`src/rtl/decode_stage_pkg.sv`:
```
// Shared decode definitions: opcode and funct3 constants, the decode
// bundle layout and the stage FSM state type. The feature macro
// DECODE_ILLEGAL_TRAP_EN selects illegal-opcode trapping in the users.
package decode_stage_pkg;

    // Major opcodes
    localparam logic [6:0] OPC_R  = 7'b0110011;
    localparam logic [6:0] OPC_I1 = 7'b0000011;
    localparam logic [6:0] OPC_I2 = 7'b0010011;
    localparam logic [6:0] OPC_S  = 7'b0100011;
    localparam logic [6:0] OPC_B  = 7'b1100011;
    localparam logic [6:0] OPC_J  = 7'b1101111;

    // Memory access sizes carried in funct3
    localparam logic [2:0] F3_LDB = 3'b000;
    localparam logic [2:0] F3_LDW = 3'b010;
    localparam logic [2:0] F3_STB = 3'b000;
    localparam logic [2:0] F3_STW = 3'b010;

    typedef enum logic {
        ST_RUN  = 1'b0,
        ST_TRAP = 1'b1
    } state_t;

    // Everything in the decode bundle except the XLEN-wide immediate and PC
    typedef struct packed {
        logic [13:0] op;
        logic        y_sel;
        logic [4:0]  addr_a;
        logic [4:0]  addr_b;
        logic [4:0]  addr_d;
        logic        read_mmu;
        logic        write_mmu;
        logic        byte_select_mmu;
        logic        write;
        logic        branch_instr;
        logic        load_instr;
        logic        jump_instr;
        logic        illegal;
    } bundle_t;

    localparam int BUNDLE_W = $bits(bundle_t);

endpackage

```
`src/rtl/decode_stage_decode_logic.sv`:
```
// Pure combinational instruction decoder: instruction word -> control
// bundle plus sign-extended immediate. With DECODE_ILLEGAL_TRAP_EN an
// unknown opcode raises the illegal bit; otherwise it decodes as a NOP.
module decode_logic
    import decode_stage_pkg::*;
#(
    parameter int XLEN = 32
) (
    input  logic [XLEN-1:0] ir,
    output bundle_t         bundle,
    output logic [XLEN-1:0] immed
);

    logic [6:0] opcode;
    logic [2:0] funct3;
    logic [6:0] funct7;

    assign opcode = ir[6:0];
    assign funct3 = ir[14:12];
    assign funct7 = ir[31:25];

    // Decode by major opcode; every field defaults to 0 so nothing is left X
    always_comb begin
        bundle        = '0;
        immed         = '0;
        bundle.addr_a = ir[19:15];
        bundle.addr_b = ir[24:20];
        bundle.addr_d = ir[11:7];
        case (opcode)
            OPC_R: begin
                bundle.op    = {opcode, funct7};
                bundle.y_sel = 1'b1;
                bundle.write = 1'b1;
            end
            OPC_I1: begin
                bundle.op              = {4'b0, opcode, funct3};
                immed                  = {{(XLEN-12){ir[31]}}, ir[31:20]};
                bundle.write           = 1'b1;
                bundle.read_mmu        = 1'b1;
                bundle.load_instr      = 1'b1;
                bundle.byte_select_mmu = (funct3 == F3_LDB);
            end
            OPC_I2: begin
                bundle.op    = {4'b0, opcode, funct3};
                immed        = {{(XLEN-12){ir[31]}}, ir[31:20]};
                bundle.write = 1'b1;
            end
            OPC_S: begin
                bundle.op              = {4'b0, opcode, funct3};
                immed                  = {{(XLEN-12){ir[31]}}, ir[31:25], ir[11:7]};
                bundle.write_mmu       = 1'b1;
                bundle.byte_select_mmu = (funct3 == F3_STB);
            end
            OPC_B: begin
                // funct3 rides along so the ALU can select the compare
                bundle.op           = {4'b0, opcode, funct3};
                immed               = {{(XLEN-13){ir[31]}}, ir[31], ir[7], ir[30:25], ir[11:8], 1'b0};
                bundle.y_sel        = 1'b1;
                bundle.branch_instr = 1'b1;
            end
            OPC_J: begin
                bundle.op         = {7'b0, opcode};
                immed             = {{(XLEN-21){ir[31]}}, ir[31], ir[19:12], ir[20], ir[30:21], 1'b0};
                bundle.write      = 1'b1;
                bundle.jump_instr = 1'b1;
            end
            default: begin
`ifdef DECODE_ILLEGAL_TRAP_EN
                bundle.illegal = 1'b1;
`else
                bundle.illegal = 1'b0;
`endif
            end
        endcase
    end

endmodule

```
`src/rtl/decode_stage.sv`:
```
// Pipelined decode stage: DEPTH-entry instruction queue feeding a
// registered decode bundle. Optional DECODE_ILLEGAL_TRAP_EN adds a
// RUN/TRAP state that stalls issue after an illegal bundle is consumed.
//
// Handshakes: a transfer happens on a rising edge where valid && ready.
// A producer holds valid and payload stable until that edge; ready may
// depend combinationally on the consumer's own state but never on valid.
module decode_stage
    import decode_stage_pkg::*;
#(
    parameter int XLEN  = 32,
    parameter int DEPTH = 4
) (
    input  logic            clk,
    input  logic            reset,
    input  logic            flush,
    input  logic            in_valid,
    output logic            in_ready,
    input  logic [XLEN-1:0] in_ir,
    input  logic [XLEN-1:0] in_pc,
    output logic            out_valid,
    input  logic            out_ready,
    output logic [XLEN-1:0] out_pc,
    output logic [13:0]     op,
    output logic            y_sel,
    output logic [4:0]      addr_a,
    output logic [4:0]      addr_b,
    output logic [4:0]      addr_d,
    output logic [XLEN-1:0] immed,
    output logic            read_mmu,
    output logic            write_mmu,
    output logic            byte_select_mmu,
    output logic            write,
    output logic            branch_instr,
    output logic            load_instr,
    output logic            jump_instr,
    output logic            illegal,
    output state_t          dbg_state
);

    localparam int AW = $clog2(DEPTH);
    localparam int CW = AW + 1;

    logic [XLEN-1:0] ir_mem [DEPTH];
    logic [XLEN-1:0] pc_mem [DEPTH];
    logic [AW-1:0]   wr_ptr;
    logic [AW-1:0]   rd_ptr;
    logic [CW-1:0]   count;
    logic            full;
    logic            empty;
    logic            push;
    logic            pop;
    logic            load;
    logic            consume;
    bundle_t         dec_bundle;
    logic [XLEN-1:0] dec_immed;
    bundle_t         out_bundle;
    logic [XLEN-1:0] out_immed;

    // A full queue refuses input even if it pops this cycle (no push-through)
    assign full     = (count == CW'(DEPTH));
    assign empty    = (count == '0);
    assign in_ready = !full && !flush;
    assign push     = in_valid && in_ready;
    assign consume  = out_valid && out_ready;

`ifdef DECODE_ILLEGAL_TRAP_EN
    state_t state;
    logic   trap_hit;

    assign trap_hit  = consume && out_bundle.illegal;
    assign load      = (state == ST_RUN) && !trap_hit && (!out_valid || out_ready);
    assign dbg_state = state;

    // RUN -> TRAP when an illegal bundle is taken; only flush/reset return
    always_ff @(posedge clk) begin
        if (reset || flush) begin
            state <= ST_RUN;
        end else if (trap_hit) begin
            state <= ST_TRAP;
        end
    end
`else
    assign load      = !out_valid || out_ready;
    assign dbg_state = ST_RUN;
`endif

    assign pop = load && !empty;

    decode_logic #(.XLEN(XLEN)) u_decode (
        .ir     (ir_mem[rd_ptr]),
        .bundle (dec_bundle),
        .immed  (dec_immed)
    );

    // Queue storage; contents are only meaningful between the pointers
    always_ff @(posedge clk) begin
        if (push) begin
            ir_mem[wr_ptr] <= in_ir;
            pc_mem[wr_ptr] <= in_pc;
        end
    end

    // Queue pointers and occupancy; pointers wrap naturally at DEPTH
    always_ff @(posedge clk) begin
        if (reset || flush) begin
            wr_ptr <= '0;
            rd_ptr <= '0;
            count  <= '0;
        end else begin
            if (push) wr_ptr <= wr_ptr + AW'(1);
            if (pop)  rd_ptr <= rd_ptr + AW'(1);
            count <= count + CW'(push) - CW'(pop);
        end
    end

    // Output register: refill when empty or consumed, otherwise hold
    always_ff @(posedge clk) begin
        if (reset) begin
            out_valid  <= 1'b0;
            out_bundle <= '0;
            out_immed  <= '0;
            out_pc     <= '0;
        end else if (flush) begin
            out_valid <= 1'b0;
        end else if (load) begin
            out_valid <= !empty;
            if (!empty) begin
                out_bundle <= dec_bundle;
                out_immed  <= dec_immed;
                out_pc     <= pc_mem[rd_ptr];
            end
        end
`ifdef DECODE_ILLEGAL_TRAP_EN
        else if (trap_hit) begin
            out_valid <= 1'b0;
        end
`endif
    end

    assign op              = out_bundle.op;
    assign y_sel           = out_bundle.y_sel;
    assign addr_a          = out_bundle.addr_a;
    assign addr_b          = out_bundle.addr_b;
    assign addr_d          = out_bundle.addr_d;
    assign immed           = out_immed;
    assign read_mmu        = out_bundle.read_mmu;
    assign write_mmu       = out_bundle.write_mmu;
    assign byte_select_mmu = out_bundle.byte_select_mmu;
    assign write           = out_bundle.write;
    assign branch_instr    = out_bundle.branch_instr;
    assign load_instr      = out_bundle.load_instr;
    assign jump_instr      = out_bundle.jump_instr;
    assign illegal         = out_bundle.illegal;

endmodule

```
`config.mk`:
```
export PLATFORM = sky130hd
export DESIGN_NAME = decode_stage
export DESIGN_NICKNAME = d
export VERILOG_FILES = /design/src/rtl/decode_stage_pkg.sv /design/src/rtl/decode_stage_decode_logic.sv /design/src/rtl/decode_stage.sv
export SDC_FILE = /design/constraint.sdc
export NUM_CORES = 1
export LEC_CHECK = 0
export BUFFER_PORTS_ARGS = -buffer_cell sky130_fd_sc_hd__buf_2
export CELL_PAD_IN_SITES_DETAIL_PLACEMENT = 1
export CELL_PAD_IN_SITES_GLOBAL_PLACEMENT = 2
export CORE_UTILIZATION = 40
export CTS_CLUSTER_DIAMETER = 60
export CTS_CLUSTER_SIZE = 20
export DETAILED_ROUTE_END_ITERATION = 8
export PLACE_DENSITY = 0.73
export SYNTH_ARGS = -nofsm -noshare
export SYNTH_HDL_FRONTEND = slang
export SYNTH_SLANG_ARGS = --single-unit
```
`constraint.sdc`:
```
create_clock -name clk -period 6.6 [get_ports clk]
set_input_delay 1.32 -clock clk [delete_from_list [all_inputs] [get_ports clk]]
set_output_delay 1.32 -clock clk [all_outputs]
set_load 0.1 [all_outputs]
```
==> impl_metrics.py, run 1 <==
metrics = {
    "cts": {
        "cts_buffers": 28,
        "htreeDepth": 1,
        "cts_hold_buf": 0,
        "cts_setup_buffers": 0,
        "cts_resized": 0,
        "clockBufferDepth": 3,
        "worstSkewPairLatency_ns": 0.55,
        "clock-sinks": 355,
        "clkTransAtPathRegs_ns": 0.08,
        "cts_root_buf": "clkbuf_16",
        "cts_tree": "built",
    },
    "sta": {
        "tightest_slew_ns": 1.08,
        "hold_violations": 0,
        "setup_viol": 0,
        "fin_crit_ns": 3.66,
        "tns_ns": 0,
        "rsz0062_at_grt": "no",
        "finClkSkew_ns": 0.0169,
        "finalCritPeriodShare_pct": 55.4,
        "slew_headroom_pct": 28.3,
        "timing.final.max_slew_violations": 0,
        "timing.fmax_ghz": 0.273,
    },
    "setup_path": {
        "reg2reg_slack_ns": 3.10,
        "r2r_end": "immed[18]",
        "crit_top_cell": "buf_2",
        "cp_slowest_cell": "buf_2",
        "cp.depth": 3,
        "crit_path_start_kind": "input port",
        "critPathRequiredTime_ns": 5.28,
        "crit_fanout": 6,
        "setup.worst_path.class": "in2out",
        "cp_top_family": "buffers and inverters",
        "slowest_delay_ns": 0.52,
        "endpoint": "in_ready",
        "path_buf_inv": 2,
        "startpoint": "flush",
        "path_cells": "buf_2 > a21oi_1 > buf_2",
        "cp.arrival_ns": 2.34,
        "crit_path_end_kind": "primary output",
        "rr_worst_depth": 6,
    },
    "final_layout": {
        "final_cell_mix": "edfxtp_1, buf_2, nand2_1, dfxtp_1, a21oi_1",
        "area_growth_pct": 16.5,
        "layout_commonest_cell": "edfxtp_1",
        "nets": 1031,
        "instances_no_fill": 1416,
        "post-route-util_pct": 47.9,
        "final_layout_size_suffix_gt1_share_pct": 31.2,
    },
    "global_route": {
        "antenna_found_initial": 8,
        "grt_pass1_wl_um": 44400,
        "grt_overflow": 0,
        "grt_pass1_vias": 7641,
        "grt_usage_pct": 17.4,
        "grt_start_max_net_pins": 65,
    },
    "power": {
        "powerDensity_mw_per_mm2": 413,
        "p_leak_nw": 5.27,
        "ir_drop_v": 0.000243,
    },
    "run": {
        "drv_cap": 0,
    },
    "synthesis": {
        "synth.avg_cell_area_um2": 16.4,
        "synth_area_mm2": 0.0131,
        "synth_edf_count": 256,
        "async_reset_ff_share_pct": 0,
        "yosysUniqueCellTypes": 52,
        "ys_seq_area_share_pct": 73.7,
        "synthCells": 800,
        "synth-main-ff-cell": "edfxtp_1",
        "ys_ff_latch": 355,
        "yosys_warnings": 0,
    },
    "route": {
        "vias": 7167,
        "wire_per_inst_um": 20.1,
        "detail_route.first_pass.iterations": 4,
        "drt_iter0_markers": 358,
        "drc": 0,
        "wl_um": 28500,
        "via_per_inst": 5.06,
        "ant_nets": 0,
    },
    "floorplan": {
        "die_h_um": 183,
        "initial_core_util_pct": 41.1,
        "core_mm2": 0.0319,
        "num_io_pins": 174,
        "rows": 65,
        "die-area_mm2": 0.0335,
        "die-width_um": 183,
    },
    "status": {
        "status": "finished clean",
    },
    "placement": {
        "place_congestion": 0.727,
        "io_buffer_count": 171,
        "hpwl_um": 17900,
        "dp.cells": 1360,
    },
    "worst_hold_path": {
        "hp-class": "reg2reg",
    },
}
## layer usage
layer	part of all wire, %	track usage, %	wire length [µm]
met5	0.18	0	52
met3	5.5	3.79	1570
met1	45	23.6	12700
met2	48	29.2	13700
met4	1.6	3.20	463
## kinds of logic after synthesis
family                     share of synthesized area, %
adders and majority gates                         0.725
xor gates and xnor gates                          0.334
muxes                                              11.2
AOI/OAI and AO/OA                                  4.83
DFF                                                73.7
buffers and inverters                              2.60
and+or+nand+nor                                    6.61
other                                            0.0286
## worst reg2reg max path: stages (launching register included)
cell	delay, ns
dfxtp_2	0.62
buf_4	0.46
mux4_2	0.62
nand2b_1	0.25
and4bb_1	0.85
o21ai_1	0.40
o21ai_0	0.23
## how the worst min path moves through the flow
stage	start	to	slack (ns)	depth (start not counted)
final	addr_a[2]	addr_a[2]	0.45	2
after global routing	addr_b[2]	addr_b[2]	0.47	2
after CTS	addr_a[2]	addr_a[2]	0.46	2
after detailed placement	addr_a[2]	addr_a[2]	0.45	2
after global placement	op[13]	op[13]	0.44	1
after floorplan	wr_ptr[1]	wr_ptr[1]	0.51	2
## sequential cells by signal, indices dropped and copies added, names as in the netlist, 2 cells and up, named ones only
signal and flops:
ir_mem 128, pc_mem 128, out_pc 32, immed 21, op 14, addr_a 5
addr_b 5, addr_d 5, count 3, rd_ptr 2, wr_ptr 2
## stage by stage
step	total power, mW	worst slack (ns)	cell area [µm²]	hold WS (ns)
after floorplan	4.30	1.52	13100	0.514
after global placement	4.66	2.92	14300	0.443
after detailed placement	4.68	2.91	14300	0.447
after CTS	6.40	2.91	15300	0.457
after global routing	6.60	2.72	15300	0.469
final	6.32	2.94	15300	0.453
## synth_stat cells (2+ instances only)
master	count	area share, %
dfxtp_1	99	15
a21oi_1	64	2.4
nand2_1	126	3.6
xnor2_1	4	0.27
mux4_1	6	1.2
nor3_1	11	0.42
a22o_1	7	0.47
clkbuf_1	33	0.94
and2_1	4	0.19
o21ai_0	13	0.50
buf_4	14	0.80
nor2b_1	2	0.095
edfxtp_1	256	59
nand3_1	2	0.076
a311oi_1	4	0.27
a211oi_1	8	0.46
and3_1	4	0.19
nor3_4	2	0.25
buf_2	2	0.076
a221oi_1	3	0.20
buf_1	6	0.17
ha_1	6	0.57
buf_6	2	0.17
mux4_2	57	9.8
nor2_1	29	0.83
inv_1	10	0.29
## layout make-up
class | count | area, µm²
Inverter | 10 | 37.5
Timing Repair Buffer | 182 | 938
Clock buffer | 31 | 733
Sequential cell | 355 | 9670
Antenna cell | 4 | 10.0
Clock inverter | 21 | 209
Fill cell | 3139 | 16600
Multi-Input combinational cell | 378 | 3140
Tap cell | 435 | 544
## report_power, final
part           internal (mW)  total, mW  switching, mW
Combinational          0.451       1.90           1.45
Sequential              2.58       2.69          0.117
Clock                  0.882       1.72          0.839
Power figures use the tool's default switching activity.
==> run 2, diff against run 1 <==
- ABC_AREA: not set -> 1
- CORE_UTILIZATION: 40 -> 38
- PLACE_DENSITY: 0.73 -> 0.76
- clock period: 6.6 -> 3.6 ns (I/O delays scaled with it)
==> run 2 against run 1 <==
Effect of this change: register-to-register slack got worse by 2.1 ns; global-route usage grew 2.0 points; core utilization shrank 1.9 points; power up 110%; largest power group unchanged; highest routed layer unchanged.
==> impl_metrics.py, run 2 <==
metrics = {
    "power": {
        "netSwitchingPower_mw": 5.49,
        "switching_share_pct": 41.4,
        "comb_power_share_pct": 33.0,
        "power_mw": 13.2,
        "clock_power_share_pct": 28.9,
        "ir_drop_v": 0.000641,
        "powerDensity_mw_per_mm2": 824,
        "p_leak_nw": 6.27,
        "p_int_mw": 7.75,
        "p_seq_share_pct": 38.1,
    },
    "synthesis": {
        "synth.avg_cell_area_um2": 11.3,
        "yosysTopAreaCell": "edfxtp_1",
        "ys_ff_latch": 355,
        "synth-main-ff-cell": "edfxtp_1",
        "yosys_warnings": 0,
        "synth_area_mm2": 0.0136,
        "yosys-top-cells-count": "edfxtp_1, nor2_1, nand2_1",
        "synth_edf_count": 256,
        "ys_seq_area_share_pct": 71.0,
        "async_reset_ff_share_pct": 0,
        "yosysMostFrequentCell": "edfxtp_1",
        "synth_top_area_share_pct": 56.5,
        "synthCells": 1205,
        "yosys-top-cells-area": "edfxtp_1, dfxtp_1, o21ai_0",
        "yosysUniqueCellTypes": 31,
    },
    "route": {
        "vias": 9337,
        "drt_iter0_markers": 453,
        "detail_route.first_pass.iterations": 4,
        "wire_per_inst_um": 19.2,
        "ant_nets": 0,
        "via_per_inst": 5.09,
        "drc": 0,
        "wl_um": 35200,
    },
    "cts": {
        "cts_setup_buffers": 0,
        "worstSkewPairLatency_ns": 0.52,
        "htreeDepth": 2,
        "clock-sinks": 355,
        "clkTransAtPathRegs_ns": 0.07,
        "cts_tree": "built",
        "clockBufferDepth": 3,
        "cts_root_buf": "clkbuf_16",
        "cts_buffers": 34,
        "cts_resized": 0,
        "cts_hold_buf": 0,
    },
    "global_route": {
        "antenna_found_initial": 5,
        "grt_pass1_wl_um": 54200,
        "grt_usage_pct": 19.4,
        "grt_pass1_vias": 9449,
        "grt_start_max_net_pins": 79,
        "grt_overflow": 0,
    },
    "status": {
        "status": "finished clean",
    },
    "worst_hold_path": {
        "hp-class": "in2reg",
    },
    "sta": {
        "tightest_slew_ns": 1.11,
        "setup_viol": 0,
        "timing.fmax_ghz": 0.386,
        "finClkSkew_ns": 0.0262,
        "hold_violations": 0,
        "slew_headroom_pct": 26.1,
        "rsz0062_at_grt": "no",
        "tns_ns": 0,
        "fin_hold_ws_ns": 0.417,
        "timing.final.max_slew_violations": 0,
        "fin_crit_ns": 2.59,
        "finalCritPeriodShare_pct": 71.9,
    },
    "final_layout": {
        "layout_commonest_cell": "edfxtp_1",
        "fillers": 3802,
        "largestRegisters": "ir_mem (128), pc_mem (128), out_pc (32)",
        "final_layout_size_suffix_gt1_share_pct": 20.4,
        "area_growth_pct": 18.0,
        "stdcell_area_mm2": 0.0161,
        "post-route-util_pct": 46.1,
        "nets": 1426,
        "final_cell_mix": "edfxtp_1, nor2_1, buf_2, nand2_1, o21ai_0",
    },
    "setup_path": {
        "critPathRequiredTime_ns": 4.04,
        "endpoint": "immed[13]",
        "crit_fanout": 53,
        "crit_path_start_kind": "flip-flop",
        "r2r_end": "immed[13]",
        "cp.arrival_ns": 3.02,
        "crit_path_end_kind": "flip-flop",
        "reg2reg_slack_ns": 1.01,
        "rr_worst_depth": 7,
        "setup.worst_path.class": "reg2reg",
    },
    "floorplan": {
        "core_mm2": 0.0349,
        "rows": 68,
        "initial_core_util_pct": 39.0,
        "num_io_pins": 174,
        "die-area_mm2": 0.0366,
        "die_h_um": 191,
        "die-width_um": 191,
    },
    "placement": {
        "place_area_mm2": 0.0149,
        "hpwl_um": 21300,
        "io_buffer_count": 171,
        "place_congestion": 0.746,
    },
    "run": {
        "drv_cap": 0,
    },
}
-- run 2: changes by cell type in the layout (fill, tap and decap cells not counted), sizes merged, moves of 7 or more --
cell    delta
inv       +27
nand3     +39
o22ai     +52
mux4      -63
nand2     +46
a21oi     -16
nor2     +190
a22o       -7
o21ai    +156
buf       +10
nor3      -12
clkbuf     +8
a211oi     -8
-- run 2: worst min path at each step --
stage | endpoint | start | depth (start not counted)
after floorplan | wr_ptr[1] | wr_ptr[1] | 2
after global placement | op[13] | op[13] | 2
after detailed placement | op[10] | op[10] | 2
after CTS | pc_mem[0][26] | in_pc[26] | 1
after global routing | pc_mem[2][26] | in_pc[26] | 1
final | pc_mem[2][26] | in_pc[26] | 1
-- run 2: metal layers --
metal  share of wire, %  vias to the layer above  GRT usage, %
li1                   -                     4482             -
met1                 45                     4623          25.2
met2                 49                      182          33.5
met3                4.9                       46          3.65
met4                1.6                        4          4.46
met5              0.062                        -             0
-- run 2: final cells by class --
class	instances	area [µm²]	area share (%)
multi-input cells	722	3400	21.2
diodes	3	7.51	0.0467
inverters	45	170	1.06
clock buffers	39	912	5.68
repair buffers	192	1050	6.54
clock inverters	22	288	1.79
flip-flops and latches	355	9670	60.2
well taps	455	569	3.54
-- run 2: power groups by stage --
stage	Clock [mW]	Sequential, mW	Combinational, mW
finish	3.83	5.04	4.37
global route	4.06	5.08	4.67
CTS	3.90	5.05	4.43
detailed placement	0	5.13	4.42
global placement	0	5.12	4.37
floorplan	0	7.12	1.47
-- run 2: cell families (layout without fill, tap and decap cells) --
group | count (synthesis) | after routing | share of synthesized area, %
compound gates | 276 | 276 | 10.8
xor+xnor | 2 | 2 | 0.129
fa+ha+maj | 7 | 7 | 0.698
buf+inv | 129 | 298 | 4.34
flops | 355 | 355 | 71.0
other cells | 1 | 5 | 0.0275
simple gates | 435 | 435 | 13.0
-- run 2: worst max-delay path: stages (launching register included) --
cell,delay (ns)
dfxtp_2,0.50
buf_4,0.53
o21ai_0,0.18
o22ai_1,0.46
nand3_1,0.42
nand2_1,0.18
o21ai_1,0.07
a21oi_1,0.18
-- run 2: metrics by stage --
| stage | worst slack (ns) | cells |
|---|---|---|
| 6_report | 1.01 | 1833 |
| 2_1_floorplan | 0.375 | 1206 |
| 3_5_place_dp | 0.760 | 1769 |
| 3_3_place_gp | 0.775 | 1769 |
| 4_1_cts | 1.00 | 1830 |
| 5_1_grt | 0.803 | 1831 |
